<file path="src/rtl/spi_slave_rx.sv">
// SPI slave receiver, fully synchronous to clk_in.
// SCLK, MOSI and CS_N are oversampled through synchroniser chains, and all
// decisions are made on the synchronised copies. Every received word is
// delivered as a one-cycle strobe. Frame start and frame end markers and a
// first-word flag let downstream parsers separate command bytes from payload.
module spi_slave_rx #(
    parameter int DATA_WIDTH  = 8,
    parameter int SYNC_STAGES = 2,
    parameter int CPOL        = 0,
    parameter int CPHA        = 0,
    parameter int MSB_FIRST   = 1
) (
    input  logic                  clk_in,
    input  logic                  rst_n_in,
    input  logic                  spi_sclk_in,
    input  logic                  spi_mosi_in,
    input  logic                  spi_cs_n_in,
    output logic                  data_rdy_out,
    output logic [DATA_WIDTH-1:0] data_out,
    output logic                  first_word_out,
    output logic                  frame_start_out,
    output logic                  frame_end_out
);

    localparam logic IDLE_LVL    = (CPOL != 0);
    localparam logic SAMPLE_RISE = ((CPOL != 0) == (CPHA != 0));
    localparam int   CNT_W       = $clog2(DATA_WIDTH);
    localparam logic [CNT_W-1:0] LAST_BIT = CNT_W'(DATA_WIDTH - 1);

    typedef enum logic {
        IDLE,
        ACTIVE
    } state_t;

    logic [SYNC_STAGES-1:0] sclk_sync;
    logic [SYNC_STAGES-1:0] cs_n_sync;
    logic [SYNC_STAGES-1:0] mosi_sync;
    logic                   sclk_s;
    logic                   cs_n_s;
    logic                   mosi_s;

    logic                   sclk_d;
    logic                   cs_n_d;
    logic [SYNC_STAGES:0]   warm;
    logic                   warm_ok;
    logic                   sample_q;
    logic                   cs_fall_q;
    logic                   cs_rise_q;
    logic                   mosi_q;

    state_t                 state;
    logic [DATA_WIDTH-1:0]  shift_reg;
    logic [DATA_WIDTH-1:0]  shift_next;
    logic [CNT_W-1:0]       bit_cnt;
    logic                   first_flag;

    assign sclk_s  = sclk_sync[SYNC_STAGES-1];
    assign cs_n_s  = cs_n_sync[SYNC_STAGES-1];
    assign mosi_s  = mosi_sync[SYNC_STAGES-1];
    assign warm_ok = warm[SYNC_STAGES];

    // Synchroniser chains that bring the asynchronous SPI pins into the clk_in domain
    always_ff @(posedge clk_in or negedge rst_n_in) begin
        if (!rst_n_in) begin
            sclk_sync <= {SYNC_STAGES{IDLE_LVL}};
            cs_n_sync <= '1;
            mosi_sync <= '0;
        end else begin
            sclk_sync <= {sclk_sync[SYNC_STAGES-2:0], spi_sclk_in};
            cs_n_sync <= {cs_n_sync[SYNC_STAGES-2:0], spi_cs_n_in};
            mosi_sync <= {mosi_sync[SYNC_STAGES-2:0], spi_mosi_in};
        end
    end

    // Registered edge detection. MOSI is delayed alongside so the sampled bit
    // lines up with its edge pulse. Edges are ignored while warm-up is still
    // counting. During that time the chains hold reset values rather than pin
    // values, so a frame already in progress when reset is released is not
    // joined.
    always_ff @(posedge clk_in or negedge rst_n_in) begin
        if (!rst_n_in) begin
            sclk_d    <= IDLE_LVL;
            cs_n_d    <= 1'b1;
            warm      <= '0;
            sample_q  <= 1'b0;
            cs_fall_q <= 1'b0;
            cs_rise_q <= 1'b0;
            mosi_q    <= 1'b0;
        end else begin
            sclk_d    <= sclk_s;
            cs_n_d    <= cs_n_s;
            warm      <= {warm[SYNC_STAGES-1:0], 1'b1};
            sample_q  <= warm_ok && (sclk_s != sclk_d) && (sclk_s == SAMPLE_RISE);
            cs_fall_q <= warm_ok && cs_n_d && !cs_n_s;
            cs_rise_q <= warm_ok && !cs_n_d && cs_n_s;
            mosi_q    <= mosi_s;
        end
    end

    // Next shift-register value, with the incoming bit entering according to bit order
    always_comb begin
        shift_next = shift_reg;
        if (MSB_FIRST != 0) begin
            shift_next = {shift_reg[DATA_WIDTH-2:0], mosi_q};
        end else begin
            shift_next = {mosi_q, shift_reg[DATA_WIDTH-1:1]};
        end
    end

    // Frame state machine: assembles words and drives the registered strobes
    always_ff @(posedge clk_in or negedge rst_n_in) begin
        if (!rst_n_in) begin
            state           <= IDLE;
            shift_reg       <= '0;
            bit_cnt         <= '0;
            first_flag      <= 1'b0;
            data_out        <= '0;
            data_rdy_out    <= 1'b0;
            first_word_out  <= 1'b0;
            frame_start_out <= 1'b0;
            frame_end_out   <= 1'b0;
        end else begin
            data_rdy_out    <= 1'b0;
            frame_start_out <= 1'b0;
            frame_end_out   <= 1'b0;
            case (state)
                IDLE: begin
                    if (cs_fall_q) begin
                        state           <= ACTIVE;
                        frame_start_out <= 1'b1;
                        bit_cnt         <= '0;
                        shift_reg       <= '0;
                        first_flag      <= 1'b1;
                    end
                end
                ACTIVE: begin
                    if (cs_rise_q) begin
                        state         <= IDLE;
                        frame_end_out <= 1'b1;
                        bit_cnt       <= '0;
                    end else if (sample_q) begin
                        shift_reg <= shift_next;
                        if (bit_cnt == LAST_BIT) begin
                            data_out       <= shift_next;
                            data_rdy_out   <= 1'b1;
                            first_word_out <= first_flag;
                            first_flag     <= 1'b0;
                            bit_cnt        <= '0;
                        end else begin
                            bit_cnt <= bit_cnt + 1'b1;
                        end
                    end
                end
                default: begin
                    state <= IDLE;
                end
            endcase
        end
    end

endmodule

</file>
<file path="config.mk">
export PLATFORM = sky130hd
export DESIGN_NAME = spi_slave_rx
export DESIGN_NICKNAME = d
export VERILOG_FILES = /design/src/rtl/spi_slave_rx.sv
export SDC_FILE = /design/constraint.sdc
export NUM_CORES = 1
export LEC_CHECK = 0
export ABC_AREA = 1
export ABC_CLOCK_PERIOD_IN_PS = 2700
export CAP_MARGIN = 5
export CORE_UTILIZATION = 35
export DETAILED_ROUTE_END_ITERATION = 10
export REMOVE_ABC_BUFFERS = 1
export SLEW_MARGIN = 0
export SYNTH_ARGS = -nofsm -noshare
export SYNTH_HDL_FRONTEND = slang
export SYNTH_SLANG_ARGS = --single-unit
</file>
<file path="constraint.sdc">
create_clock -name clk_in -period 2.7 [get_ports clk_in]
set_input_delay 0.81 -clock clk_in [delete_from_list [all_inputs] [get_ports clk_in]]
set_output_delay 0.81 -clock clk_in [all_outputs]
set_load 0.01 [all_outputs]
</file>
==> results.toml, run 1 <==
[worst_setup_path]
worst-r2r-setup-slack_ns = 1.27
cp_cell_sequence = "clkdlybuf4s50_1"
worst-path-stages = 1
cpLargestDelayFamily = "buffers and inverters"
ff2ff_path_depth = 7
setup.worst_path.end = "data_out[2]"
crit_path_end_kind = "output pin"
cp.required_ns = 1.89
critPathSlowestCell = "sky130_fd_sc_hd__clkdlybuf4s50_1"
worst_setup_path_start_kind = "flip-flop"
critical_path.startpoint = "data_out[2]"
critPathMaxStageDelay_ns = 0.53
worstReg2RegEnd = "first_word_out"
timing.critical_path.arrival_ns = 1.17
critical_path_class = "flip-flop to output pin"
worstPathBufferInverterCount = 1
critPathMaxFanout = 2
crit_reg_reg_startpoint = "bit_cnt[0]"

[synth]
synth.yosys.seq_area_share_pct = 70.7
post_synth.cell_area_avg_um2 = 10.6
ys.warnings.count = 0
yosys_register_bits = 39
count_of_unique_library_cells_instantiated_by_yosys = 16
synth.cell_area_mm2 = 0.00139
netlist_instances = 131

[grt]
global_route.overflow_total = 0
initial_antenna_violation_count = 0
grt.total_usage_pct = 13.2
grt_start_max_net_pins = 40
global_route_wire_length_before_repair_um = 3970
number_of_global_route_vias_before_repair = 870

[timing]
fin_crit_sh_pct = 73.2
slew_headroom_pct = 45.9
finalHoldViolations = 0
unrepaired_setup_endpoints_after_global_routing = "no"
finalSetupTns_ns = 0
layout_min_cycle_time_ns = 1.98
finalSetupViolations = 0
worst_clock_skew_ns = 0.00276
hold_slack_ns = 0.353
slew_viol_final = 0
timing.fmax_ghz = 0.506
worstMarginPinSlew_ns = 0.811

[floorplanning]
floorplan.core_area_mm2 = 0.00372
pin_count = 17
die-width_um = 64.9
fp.dieH_um = 64.9
die_area_mm2 = 0.00421
core.rowCount = 22
initial_standard_cell_utilization_of_the_core_pct = 37.3

[place]
buffer_ports.inserted = 16
placed_cells_incl_taps = 195
finalWeightedCongestion = 0.755
dp.final_hpwl_um = 1440
place_area_mm2 = 0.00160

[layout]
max_reg_flops = 8
fin_area_mm2 = 0.00170
count_of_inserted_antenna_diode_cells = 0
post_route_cells_drive_above_1_share_pct = 11.6
finish.net_count = 161
final_cells = 203
syn_to_final_growth_pct = 22.8

[cts]
cts.sink_count = 39
number_of_gates_given_a_new_drive_strength_after_cts = 0
cts_root_buffer = "sky130_fd_sc_hd__clkbuf_8"
clk_path_buf_depth = 2
holdBufCountCts = 0
clock_insertion_delay_worst_skew_ns = 0.28
post-cts-setup-buffer-count = 0
cts.clk_slew.worst_paths_ns = 0.07
cts_inserted_buffers = 5
cts_tree = "built"
cts_max_level = 2

[routing]
drt_first_pass_iters = 4
route.detailed.drc = 0
detail-route-antenna-nets = 0
detailroute.via_count = 897
wirelength_um = 2100
route.detailed.vias_per_inst = 4.42
wl_per_cell_um = 10.3
initialDrtViolationCount = 61

[worst_hold_path]
timing.hold.worst.start = "warm[1]"
class_of_the_tightest_hold_or_removal_check = "flip-flop to flip-flop"

[power_and_ir_drop]
peakVddDrop_v = 0.000352
power.density_cell_area_mw_per_mm2 = 661
leakagePower_nw = 0.895

[flow_run]
cap_violations = 0

[status]
outcome = "finished clean"
-- cell families after synthesis --
logic type | share of synthesized area (%)
other cells | 0.271
compound gates | 0.722
flops | 70.7
fa+ha+maj | 1.81
buf+inv | 2.71
simple gates | 23.8
-- through the flow --
step                      worst slack (ns)  power, W  utilization (%)
after global placement                1.04  0.000717             43.1
after CTS                            0.703   0.00114             45.8
after floorplan                       1.45  0.000689                -
after detailed placement              1.03  0.000725             43.1
final                                0.723   0.00112             45.8
after global routing                 0.654   0.00118             45.8
-- power breakdown --
group	switching, W	internal, W	total [W]
logic	0.0000531	0.0000265	0.0000796
clock network	0.000180	0.000233	0.000412
registers	0.0000198	0.000613	0.000633
total	0.000252	0.000872	0.00112
-- final cells by class --
class | instances | area [um2]
flip-flops and latches | 39 | 980
inverters | 10 | 37.5
fillers | 350 | 2020
clock buffers | 8 | 100
repair buffers | 16 | 155
multi-input cells | 82 | 368
well taps | 48 | 60.1
-- layer usage --
metal | global-route usage (%) | part of all wire, % | vias to the layer above
li1 | - | - | 443
met1 | 15.8 | 45 | 425
met2 | 19.5 | 47 | 21
met3 | 4.40 | 5.1 | 8
met4 | 9.72 | 3.1 | 0
met5 | 0 | 0 | -
-- worst min path at each step --
stage / to / slack (ns) / cells after the start
floorplan: mosi_q / 0.33 / 0
global placement: mosi_q / 0.33 / 0
detailed placement: sclk_sync[1] / 0.34 / 0
CTS: cs_n_sync[1] / 0.36 / 0
global route: cs_n_sync[1] / 0.37 / 0
finish: warm[2] / 0.35 / 0
-- cell usage in the layout, fill, tap and decap left out --
cell type	netlist	routed
sky130_fd_sc_hd__buf_2	0	1
sky130_fd_sc_hd__clkbuf_1	0	1
sky130_fd_sc_hd__clkbuf_8	0	7
sky130_fd_sc_hd__clkdlybuf4s50_1	0	15
sky130_fd_sc_hd__conb_1	1	1
sky130_fd_sc_hd__dfrtp_1	36	36
sky130_fd_sc_hd__dfstp_2	3	3
sky130_fd_sc_hd__ha_1	2	2
sky130_fd_sc_hd__inv_1	9	9
sky130_fd_sc_hd__inv_2	1	1
sky130_fd_sc_hd__nand2_1	62	62
sky130_fd_sc_hd__nand2_2	2	2
sky130_fd_sc_hd__nand3_1	1	1
sky130_fd_sc_hd__nand3_2	1	1
sky130_fd_sc_hd__nand4_1	4	4
sky130_fd_sc_hd__nor2_1	4	4
sky130_fd_sc_hd__nor2_2	1	1
sky130_fd_sc_hd__nor2_4	2	2
sky130_fd_sc_hd__o21ai_0	1	1
sky130_fd_sc_hd__o21ai_1	1	1
-- cell usage after synthesis (all sizes together) --
library cell | instances | area share [%]
nand2 | 64 | 18
dfrtp | 36 | 65
inv | 10 | 2.7
nor2 | 7 | 3.2
nand4 | 4 | 1.8
dfstp | 3 | 5.7
ha | 2 | 1.8
nand3 | 2 | 1.1
o21ai | 2 | 0.72
conb | 1 | 0.27
Note: power is estimated with default switching activity, not from simulation.
==> run 2: changes to the inputs <==
Settings changed: ABC_CLOCK_PERIOD_IN_PS 2700 to 1600.
Clock period 2.7 ns to 1.6 ns, I/O delays scaled along.
==> run 2 against run 1 <==
Effect of this change: die area is the same; clock power grew 50%; worst hold slack lost 0.24 ns; setup slack lost 0.57 ns; total power grew 62%; largest power group unchanged; via count shrank 0.11%; non-clock buffer count grew 1; largest cell class unchanged; critical path depth is the same; sequential power grew 69%; final cell count grew 0.49%; clock skew shrank 0.00072 ns.
==> results.toml, run 2 (same netlist as run 1, synthesis figures left out) <==
[status]
outcome = "finished clean"

[timing]
finalSetupTns_ns = 0
slew_viol_final = 0
timing.fmax_ghz = 0.689
layout_min_cycle_time_ns = 1.45
finalSetupViolations = 0
finalHoldViolations = 0
fin_ws_ns = 0.149
fin_crit_sh_pct = 90.7
unrepaired_setup_endpoints_after_global_routing = "no"
worst_clock_skew_ns = 0.00205

[place]
buffer_ports.inserted = 16
place_area_mm2 = 0.00162
pre_cts_slack_ns = 0.237
finalWeightedCongestion = 0.719
dp.final_hpwl_um = 1500

[layout]
max_reg_flops = 8
fin_area_mm2 = 0.00169
syn_to_final_growth_pct = 21.8
layout_commonest_cell = "sky130_fd_sc_hd__nand2_1"
finish.net_count = 162
count_of_inserted_antenna_diode_cells = 0
post_route_cells_drive_above_1_share_pct = 11.5
layout_common_cells = "62 x sky130_fd_sc_hd__nand2_1, 36 x sky130_fd_sc_hd__dfrtp_1, 12 x sky130_fd_sc_hd__dlygate4sd2_1, 9 x sky130_fd_sc_hd__inv_1, 5 x sky130_fd_sc_hd__clkbuf_8"

[grt]
global_route.overflow_total = 0
global_route_wire_length_before_repair_um = 3950
grt.total_usage_pct = 12.6
number_of_global_route_vias_before_repair = 901
initial_antenna_violation_count = 0
grt_start_max_net_pins = 23

[routing]
wl_per_cell_um = 10.3
route.detailed.drc = 0
route.detailed.vias_per_inst = 4.39
drt_first_pass_iters = 6
wirelength_um = 2110
detailroute.via_count = 896
initialDrtViolationCount = 39
detail-route-antenna-nets = 0

[floorplanning]
core.rowCount = 22
initial_standard_cell_utilization_of_the_core_pct = 37.3
pin_count = 17
floorplan.core_area_mm2 = 0.00372
fp.dieH_um = 64.9
die-width_um = 64.9
die_area_mm2 = 0.00421

[worst_setup_path]
crit_path_end_kind = "output pin"
critPathSlowestCell = "sky130_fd_sc_hd__dfrtp_1"
cp_cell_sequence = "dlygate4sd2_1"
worst-r2r-setup-slack_ns = 0.22
worstPathBufferInverterCount = 1
cpLargestDelayFamily = "flip-flops"
critPathMaxFanout = 2
timing.critical_path.arrival_ns = 0.97
worst-path-stages = 1
critical_path_class = "flip-flop to output pin"
critPathMaxStageDelay_ns = 0.39
worst_setup_path_start_kind = "flip-flop"
cp.required_ns = 1.12
ff2ff_path_depth = 7

[cts]
cts.clk_slew.worst_paths_ns = 0.07
cts_max_level = 2
cts_tree = "built"
clk_path_buf_depth = 2
cts_inserted_buffers = 5
clock_insertion_delay_worst_skew_ns = 0.29
post-cts-setup-buffer-count = 0
cts_root_buffer = "sky130_fd_sc_hd__clkbuf_8"
cts.sink_count = 39

[power_and_ir_drop]
peakVddDrop_v = 0.000609
leakagePower_nw = 0.953
power.density_cell_area_mw_per_mm2 = 1080

[flow_run]
cap_violations = 0

[worst_hold_path]
class_of_the_tightest_hold_or_removal_check = "input pin to async pin"
run 2: cell count changes in the layout (fill, tap and decap cells not counted):
cell,previous run,this run
sky130_fd_sc_hd__clkbuf_8,7,5
sky130_fd_sc_hd__clkbuf_1,1,2
sky130_fd_sc_hd__clkdlybuf4s50_1,15,3
sky130_fd_sc_hd__clkinv_2,0,1
sky130_fd_sc_hd__dlygate4sd2_1,0,12
sky130_fd_sc_hd__buf_12,0,1
run 2: timing repair:
action | 4_1_cts | 5_1_grt
setup endpoints to repair | 12 | 0
hold buffers | 0 | 0
resized for setup | 12 | 0
run 2: worst paths after layout:
kind                              start       endpoint
max                         data_out[0]    data_out[0]
min                            rst_n_in  frame_end_out
max reg2reg                  bit_cnt[0]    data_out[2]
min reg2reg                mosi_sync[1]         mosi_q
max in group asynchronous      rst_n_in   shift_reg[1]
min in group clk_in        mosi_sync[1]         mosi_q
run 2: per-layer routing:
| layer | routed length [um] | GRT usage [%] |
|---|---|---|
| met3 | 130 | 4.75 |
| met5 | 0 | 0 |
| met2 | 938 | 19.3 |
| met4 | 45 | 5.83 |
| met1 | 993 | 15.6 |
run 2: where the power goes:
group / internal, W / switching, W
clock: 0.000305 / 0.000313
combinational: 0.0000471 / 0.0000903
sequential: 0.00103 / 0.0000332
total: 0.00139 / 0.000437
run 2: area by class of cell:
cell class / instances / area (um2)
clock buffers: 7 / 76.3
clock inverters: 1 / 5.00
fillers: 362 / 2030
inverters: 10 / 37.5
multi-input cells: 82 / 368
flip-flops and latches: 39 / 980
well taps: 48 / 60.1
repair buffers: 17 / 160
run 2: metrics by stage:
step | hold WS, ns | cells | util (%) | power, W
3_5_place_dp | 0.337 | 196 | 43.6 | 0.00123
4_1_cts | 0.118 | 204 | 45.4 | 0.00185
5_1_grt | 0.145 | 204 | 45.4 | 0.00192
3_3_place_gp | 0.336 | 196 | 43.6 | 0.00122
6_report | 0.115 | 204 | 45.4 | 0.00182
2_1_floorplan | 0.184 | 131 | - | 0.00116
